$ cat src/rtl/adder_tree_pipe.sv
`default_nettype none
// ============================================================================
// Module   : adder_tree_pipe
// Purpose  : Fully pipelined binary reduction tree that sums BANK_SIZE words
//            per beat, followed by a packet accumulator. One result (with an
//            overflow flag) is emitted per packet, on the beat marked in_last.
//            All stages share one enable, so downstream backpressure stalls
//            the whole pipeline.
// Ports    : clk       - clock, rising edge
//            rst       - synchronous active-high reset
//            in_valid  - input beat valid
//            in_ready  - block can accept a beat (== global advance)
//            in_last   - final beat of the current packet
//            in        - BANK_SIZE packed words, word i at [i*WORD_SIZE +: WORD_SIZE]
//            out_valid - result valid
//            out_ready - consumer accepts result
//            out       - packet sum (ACC_SIZE bits)
//            out_ovf   - accumulator wrapped at least once during the packet
// Revision : 1.0 - initial release
// ============================================================================
module adder_tree_pipe #(
  parameter int WORD_SIZE = 8,
  parameter int BANK_SIZE = 16,
  parameter bit SIGNED    = 1'b0,
  parameter int ACC_SIZE  = WORD_SIZE + $clog2(BANK_SIZE) + 8
) (
  input  logic                           clk,
  input  logic                           rst,
  input  logic                           in_valid,
  output logic                           in_ready,
  input  logic                           in_last,
  input  logic [WORD_SIZE*BANK_SIZE-1:0] in,
  output logic                           out_valid,
  input  logic                           out_ready,
  output logic [ACC_SIZE-1:0]            out,
  output logic                           out_ovf
);

  localparam int c_L  = $clog2(BANK_SIZE);
  localparam int c_TW = WORD_SIZE + c_L;   // exact width of the tree sum

  // --------------------------------------------------------------------------
  // Parameter sanity
  // --------------------------------------------------------------------------
  if (BANK_SIZE < 2 || (BANK_SIZE & (BANK_SIZE - 1)) != 0) begin : g_bad_bank
    $error("adder_tree_pipe: BANK_SIZE must be a power of two >= 2");
  end
  if (ACC_SIZE < c_TW) begin : g_bad_acc
    $error("adder_tree_pipe: ACC_SIZE must be >= WORD_SIZE + log2(BANK_SIZE)");
  end

  // --------------------------------------------------------------------------
  // Global advance: every pipeline register moves only when the output slot
  // is free or being drained this edge.
  // --------------------------------------------------------------------------
  logic w_adv;
  logic r_out_valid;

  assign w_adv    = ~r_out_valid | out_ready;
  assign in_ready = w_adv;

  // --------------------------------------------------------------------------
  // Valid/last sideband: index 0 = input register, 1..L = tree levels,
  // L+1 = extension register feeding the accumulator.
  // --------------------------------------------------------------------------
  logic [c_L+1:0] r_vld;
  logic [c_L+1:0] r_lst;

  always_ff @(posedge clk) begin
    if (rst) begin
      r_vld <= '0;
      r_lst <= '0;
    end else if (w_adv) begin
      r_vld <= {r_vld[c_L:0], in_valid};
      r_lst <= {r_lst[c_L:0], in_last};
    end
  end

  // --------------------------------------------------------------------------
  // Reduction tree. Level k holds BANK_SIZE>>k words of WORD_SIZE+k bits;
  // each pair from level k-1 is extended by one bit before adding, so the
  // tree can never overflow.
  // --------------------------------------------------------------------------
  for (genvar k = 0; k <= c_L; k++) begin : g_level
    localparam int c_N = BANK_SIZE >> k;
    localparam int c_W = WORD_SIZE + k;

    logic [c_N*c_W-1:0] r_data;

    if (k == 0) begin : g_in
      always_ff @(posedge clk) begin
        if (rst) begin
          r_data <= '0;
        end else if (w_adv) begin
          r_data <= in;
        end
      end
    end else begin : g_sum
      localparam int c_PW = c_W - 1;

      logic [c_N*c_W-1:0] w_sum;

      for (genvar j = 0; j < c_N; j++) begin : g_pair
        logic [c_PW-1:0] w_a;
        logic [c_PW-1:0] w_b;

        assign w_a = g_level[k-1].r_data[(2*j)*c_PW   +: c_PW];
        assign w_b = g_level[k-1].r_data[(2*j+1)*c_PW +: c_PW];

        if (SIGNED) begin : g_signed
          assign w_sum[j*c_W +: c_W] = {w_a[c_PW-1], w_a} + {w_b[c_PW-1], w_b};
        end else begin : g_unsigned
          assign w_sum[j*c_W +: c_W] = {1'b0, w_a} + {1'b0, w_b};
        end
      end

      always_ff @(posedge clk) begin
        if (rst) begin
          r_data <= '0;
        end else if (w_adv) begin
          r_data <= w_sum;
        end
      end
    end
  end

  // --------------------------------------------------------------------------
  // Extension stage: widen the exact tree sum to accumulator width.
  // --------------------------------------------------------------------------
  logic [c_TW-1:0]     w_tree;
  logic [ACC_SIZE-1:0] w_ext;
  logic [ACC_SIZE-1:0] r_ext;

  assign w_tree = g_level[c_L].r_data;

  if (SIGNED) begin : g_ext_signed
    assign w_ext = ACC_SIZE'($signed(w_tree));
  end else begin : g_ext_unsigned
    assign w_ext = ACC_SIZE'(w_tree);
  end

  always_ff @(posedge clk) begin
    if (rst) begin
      r_ext <= '0;
    end else if (w_adv) begin
      r_ext <= w_ext;
    end
  end

  // --------------------------------------------------------------------------
  // Accumulator and result register
  // --------------------------------------------------------------------------
  logic [ACC_SIZE-1:0] r_acc;
  logic                r_ovf_acc;
  logic [ACC_SIZE-1:0] r_out;
  logic                r_out_ovf;
  logic [ACC_SIZE:0]   w_full;
  logic [ACC_SIZE-1:0] w_s;
  logic                w_ovf;
  logic                w_take;
  logic                w_load;

  assign w_full = {1'b0, r_acc} + {1'b0, r_ext};
  assign w_s    = w_full[ACC_SIZE-1:0];

  // Unsigned: carry out. Signed: same-sign operands producing opposite sign.
  assign w_ovf = SIGNED ? ((r_acc[ACC_SIZE-1] == r_ext[ACC_SIZE-1]) &&
                           (w_s[ACC_SIZE-1]   != r_acc[ACC_SIZE-1]))
                        : w_full[ACC_SIZE];

  assign w_take = w_adv & r_vld[c_L+1];
  assign w_load = w_take & r_lst[c_L+1];

  always_ff @(posedge clk) begin
    if (rst) begin
      r_acc       <= '0;
      r_ovf_acc   <= 1'b0;
      r_out       <= '0;
      r_out_ovf   <= 1'b0;
      r_out_valid <= 1'b0;
    end else begin
      if (w_take) begin
        if (r_lst[c_L+1]) begin
          r_out     <= w_s;
          r_out_ovf <= r_ovf_acc | w_ovf;
          r_acc     <= '0;
          r_ovf_acc <= 1'b0;
        end else begin
          r_acc     <= w_s;
          r_ovf_acc <= r_ovf_acc | w_ovf;
        end
      end

      // A new result wins over consumption, so back-to-back results keep
      // out_valid high.
      if (w_load) begin
        r_out_valid <= 1'b1;
      end else if (out_ready) begin
        r_out_valid <= 1'b0;
      end
    end
  end

  assign out_valid = r_out_valid;
  assign out       = r_out;
  assign out_ovf   = r_out_ovf;

endmodule
`default_nettype wire

$ cat config.mk
export PLATFORM = sky130hd
export DESIGN_NAME = adder_tree_pipe
export DESIGN_NICKNAME = d
export VERILOG_FILES = /design/src/rtl/adder_tree_pipe.sv
export SDC_FILE = /design/constraint.sdc
export NUM_CORES = 1
export LEC_CHECK = 0
export BUFFER_PORTS_ARGS = -buffer_cell sky130_fd_sc_hd__buf_4
export CAP_MARGIN = 25
export CORE_MARGIN = 1.5
export CORE_UTILIZATION = 65
export DETAILED_ROUTE_END_ITERATION = 6
export GPL_TIMING_DRIVEN = 0
export PLACE_DENSITY = 0.84
export REMOVE_ABC_BUFFERS = 1
export SKIP_LAST_GASP = 1
export SYNTH_ARGS = -nofsm -noshare
export SYNTH_HDL_FRONTEND = slang
export SYNTH_SLANG_ARGS = --single-unit
$ cat constraint.sdc
create_clock -name clk -period 3.3 [get_ports clk]
set_input_delay 0.165 -clock clk [delete_from_list [all_inputs] [get_ports clk]]
set_output_delay 0.165 -clock clk [all_outputs]
set_load 0.02 [all_outputs]
Yosys cells after proc, flatten, opt, wreduce, memory -nomap -nowiden --
Index checks and enable logic that the tools add are counted.
Storage, ports and cells: output and inout bits 23, flip-flop bits (word level) 341, word-level logic and storage cells 40, input port bits 133
Operators by class: bitwise operators 5, multiplexer cells 4, add/subtract/negate cells 16, reduce and logical (&&, ||, !) cells 2
Operator list (number):
- adder 8 x 8 -> 9 bit | 8
- adder 9 x 9 -> 10 bit | 4
- adder 10 x 10 -> 11 bit | 2
- adder 20 x 12 -> 21 bit | 1
- two-way mux 20 bit | 1
- adder 11 x 11 -> 12 bit | 1
- two-way mux 1 bit | 3
- bitwise AND 1 bit | 2
- OR 1 bit | 2
- AND reduction 2 bit | 1
- nonzero test 2 bit | 1
- inverter 1 bit | 1

Depth between registers and ports, before layout --
depth in word-level cells 5, gate-level depth with buffers 9, mapped depth without buffers 9

Worst setup path before layout --
No wires, ideal clock.
kind register to register, start point reg g_level[3].r_data[0], end point reg g_level[4].r_data[10], arrival time 2.125 ns, period minus slack after synthesis 2.187 ns, required time 3.238 ns, stages on the path, launching flop included 9, slack 1.113 ns, cells stage by stage dfxtp_1 ha_1 fa_1 a211oi_1 o21ai_0 a21oi_1 o21ai_0 or4b_1 nand3_1
On the way: longest elaborated chain between the ends 1
Ends and longest elaborated chain:
- start: declaration | RTL line 88 | logic [c_N*c_W-1:0] r_data;
- start signal: assignment | RTL line 121 | r_data <= w_sum;
- adder 11 x 11 -> 12 bit | RTL line 113 | assign w_sum[j*c_W +: c_W] = {1'b0, w_a} + {1'b0, w_b};
- end signal: assignment | RTL line 121
- end: declaration | RTL line 88
Every way passes these cells. A chain may end at the register's enable or synchronous reset.

Final worst setup path --
start point reg r_out_valid, in the netlist out_valid, end point reg g_level[4].r_data[10]
On the way: longest elaborated chain between the ends 2
Ends and longest elaborated chain:
- start: declaration | RTL line 57 | logic r_out_valid;
- start signal: assignment | RTL line 180 | r_out_valid <= 1'b0;
- start signal: assignment | RTL line 197 | r_out_valid <= 1'b1;
- start signal: assignment | RTL line 199 | r_out_valid <= 1'b0;
- inverter 1 bit | RTL line 59 | assign w_adv = ~r_out_valid | out_ready;
- OR 1 bit | RTL line 59
Every way passes these cells.

==> results summary <==
The final hold slack is 0.0297 ns. By area the synthesized netlist is led by dfxtp_1 (39%), nand2_1 (11%), ha_1 (10%), a21oi_1 (8.0%), nor2_1 (2.2%). The critical path starts at out_valid. The leading area contributor after synthesis is dfxtp_1. The count of antenna-violating nets left after detailed routing came out at 0.

The latest clock arrival within the worst-skew pair came out at 0.52 ns. The worst reg2reg path depth is 7. The total clock buffers created by CTS came out at 38. In the global route stage, overall resource usage came out at 31.5%.

Setup repair after global routing left no endpoint under its margin. Setup slack on the critical path of the routed design comes to 0.419 ns. Static timing analysis puts the maximum clock frequency at 347 MHz.

The pre-CTS worst setup slack came out at -0.315 ns. The number of buffers inserted to repair setup after CTS came out at 0. The proportion of synthesized flip-flops having asynchronous set or reset came out at 0%. At the end of routability-driven placement, the weighted congestion stood at 0.865. The worst-case clock buffer depth came out at 3. The first-pass GRT wire length came out at 74600 um. The number of instances in the synthesized netlist is 2158. The clock input transition at the sequential cells of the worst setup and hold paths is 0.06 ns. The worst register-to-register path begins at out_valid. The required time at the worst-slack endpoint came out at 3.77 ns. The mean instance size in the synthesized netlist is 8.08 um^2. The width of the die came out at 167 um.

The hold violation count in the final report is 0. The half-perimeter wire length of the detailed placement result came out at 25600 um. The share of the clock period used by the worst path came out at 87.3%.

The internal power summed over all cells is 8.13 mW. The core area is 26200 um^2. The number of placement rows is 59. The min-delay analysis places its worst path in the category in2reg. For this run, design rule violations remaining after detail routing come to 11. Summing all multi-input logic gate instances after layout gives 9910 um^2. The worst IR drop on VDD came out at 478 uV. The register area is 6830 um^2. The total via count after detailed routing came out at 16202. The worst-case hold path end point is g_level[1].r_data[65]. The worst setup path is captured at a flip-flop. The final setup violation count is 0.

For this design the top-level I/O count stands at 156. The count of warnings emitted by yosys is 0. The starting density of the core came out at 66.6%. Global routing finished with a remaining overflow of 0. The number of pins with negative max-slew slack in the final report was 0. The net count of the finished layout is 2662. The global routing usage on met1 is 38.5%. The aggregate negative setup slack came out at 0 ns. The switching part of the total is 25.1%. The pin count of the biggest net entering global routing came out at 160.

The clock skew is 0.0138 ns. Max-cap violations in this run came to 0. The layout overhead on the synthesized area is 23.5%.

The endpoint identified for the worst register-to-register timing path is g_level[4].r_data[10]. Dividing the detail-routed via count by the number of cells gives 5.93. The number of detailed-route iterations in the first pass came out at 7. The number of H-tree branching levels is 2. The slew of the pin with the lowest slew margin came out at 1.04 ns. The share of the synthesized area in the top cell type is 39.1%. In this run the clock root is driven by a clkbuf_16. Synthesis instantiated 65 different standard cells from the library. TritonCTS built the clock tree.

The clock drives 341 sinks. The number of input and output port buffers inserted is 155. For this block, the initial DRC count from the detailed router was 1201. The layout has 1648 filler cells. The final instance count without filler cells came out at 2734.

The sequential fraction of design power came out at 42.5%. The clock period could shrink to 2.88 ns. The fraction of met3 tracks used by global routing is 4.18%. The post-place instance area is 18800 um^2. The die covers 27800 um^2. The power per standard cell area came out at 504 nW/um^2. The count of flip-flops with a built-in enable after synthesis is 0. The net switching power figure is 2.72 mW. Summed over all cells, the static leakage comes to 9.44 nW.

The worst hold path passes through 2 cells. For met2 alone, demand over resource in global routing was 57.4%. The number of storage elements in the synthesis netlist came out at 341. met2 is the most crowded layer. The post-synthesis sequential area ratio is 39.1%. The flow ran to the end, but the final reports show violations.

The setup slack on the worst flop-to-flop path came out at 0.42 ns. The most common cell after layout, fill and taps aside is nand2_1. The highest net fanout along the worst path came out at 159. The via count of the first global-routing pass is 16102.

The total placed cells including tap cells is 2534. The start-to-end type of the worst setup path is reg2reg. STA puts the critical path data arrival time at 3.35 ns. The share of layout cells above drive strength 1 is 10.6%. The floorplan die height came out at 167 um. The clock network burns 42.6% of the power.

The worst pin sits at a relative slew slack of 30.5%. The startpoint identified for the worst hold timing path is rst. The initial antenna violation count was 0. The average wire length per cell after detail routing came out at 16.1 um. The library cells used most frequently in the layout, excluding fill and tap cells, are nand2_1 (499), dfxtp_1 (341), a21oi_1 (279). The most used flip-flop cell after synthesis is dfxtp_1.

The final instance area came out at 21500 um^2. The final reports fail on design-rule violations. The mapped cell area is 17400 um^2. The final layout contains routed wiring with a total length of 44000 um. 0 antenna diodes ended up in the layout.

The part of the power in combinational logic came out at 14.8%. The category of the worst setup path launch point is a flip-flop.
-- critical path, cell delays in order, from the launching register on --
cell	delay, ns
dfxtp_1	0.34
nor2b_4	0.21
buf_12	0.21
inv_12	0.43
buf_16	0.45
nand2_2	0.39
or4b_1	0.60
nand3_1	0.09
-- power groups by stage --
stage	sequential [mW]	combinational, mW	clock (mW)
5_1_grt	4.65	1.80	4.85
3_3_place_gp	4.69	1.36	0
6_report	4.62	1.61	4.63
4_1_cts	4.61	1.57	4.66
2_1_floorplan	4.64	1.01	0
3_5_place_dp	4.70	1.42	0
-- cell families (layout without fill, tap and decap cells) --
| kind of cell | after synthesis | after routing | synth area share (%) |
|---|---|---|---|
| xor+xnor | 59 | 59 | 2.96 |
| simple gates | 839 | 840 | 21.3 |
| compound gates | 551 | 551 | 19.3 |
| fa+ha+maj | 159 | 159 | 12.1 |
| flops | 341 | 341 | 39.1 |
| mux | 16 | 16 | 0.918 |
| buf+inv | 193 | 433 | 4.27 |
-- per-stage QoR --
stage,util [%],power [mW]
CTS,82.2,10.8
global placement,70.7,6.05
finish,82.2,10.9
global route,82.2,11.3
detailed placement,71.9,6.11
floorplan,-,5.64
-- worst max-delay path by stage --
stage | endpoint | slack (ns) | cells past startpoint
floorplan | out[19] | -23.29 | 6
global placement | out[19] | -41.94 | 6
detailed placement | out[16] | -0.31 | 9
CTS | g_level[4].r_data[9] | 0.11 | 8
global route | out[16] | 0.15 | 9
finish | g_level[4].r_data[10] | 0.42 | 7
-- registers in the layout (all words and copies together), names as in the netlist --
signal and flops:
r_vld 6, r_ovf_acc 1, out 20, r_acc 20, r_ext 12, out_valid 1
r_lst 6, g_level.r_data 274, out_ovf 1
-- per-layer routing --
metal,share of wire [%],up-vias
li1,-,7963
met1,42,7616
met2,50,505
met3,4.8,118
met4,2.8,0
met5,0,-
-- what timing repair did --
| item | in CTS | in global routing |
|---|---|---|
| resized for setup | 2 | 2 |
| gates cloned | 0 | 1 |
| endpoints found under the hold margin | 130 | 0 |
| endpoints found under the setup margin | 5 | 5 |
| hold buffers | 130 | 0 |
-- layout make-up --
type	count	share of cell area [%]
inverters	65	1.19
clock inverters	10	0.929
repair buffers	299	12.8
clock buffers	59	5.49
multi-input cells	1625	46.0
flip-flops and latches	341	31.7
well taps	335	1.95
-- cells in the mapped netlist, types with 4 or more instances --
library cell	instances
nand4_1	12
a22o_1	6
a311o_1	11
inv_1	65
nor4b_1	14
or4b_1	5
fa_1	16
o22ai_1	6
clkbuf_1	98
o21a_1	7
a211oi_1	37
xor2_1	18
dfxtp_1	341
xnor2_1	41
nor2b_1	22
nand3_1	74
buf_1	19
or4_1	14
mux2i_1	16
buf_2	10
nor2_1	102
a22oi_1	5
o21ai_0	70
nand3b_1	5
o211ai_1	16
a2111oi_0	8
a21o_1	37
nor3b_1	9
a211o_1	5
a21oi_1	279
a21boi_0	7
nand2_1	501
and3_1	4
ha_1	143
nor3_1	38
a31o_2	4
o21bai_1	17
or3b_2	4
a31oi_1	5
or3_1	12
nor4_1	13
No activity file was read; power rests on OpenSTA's default activity.
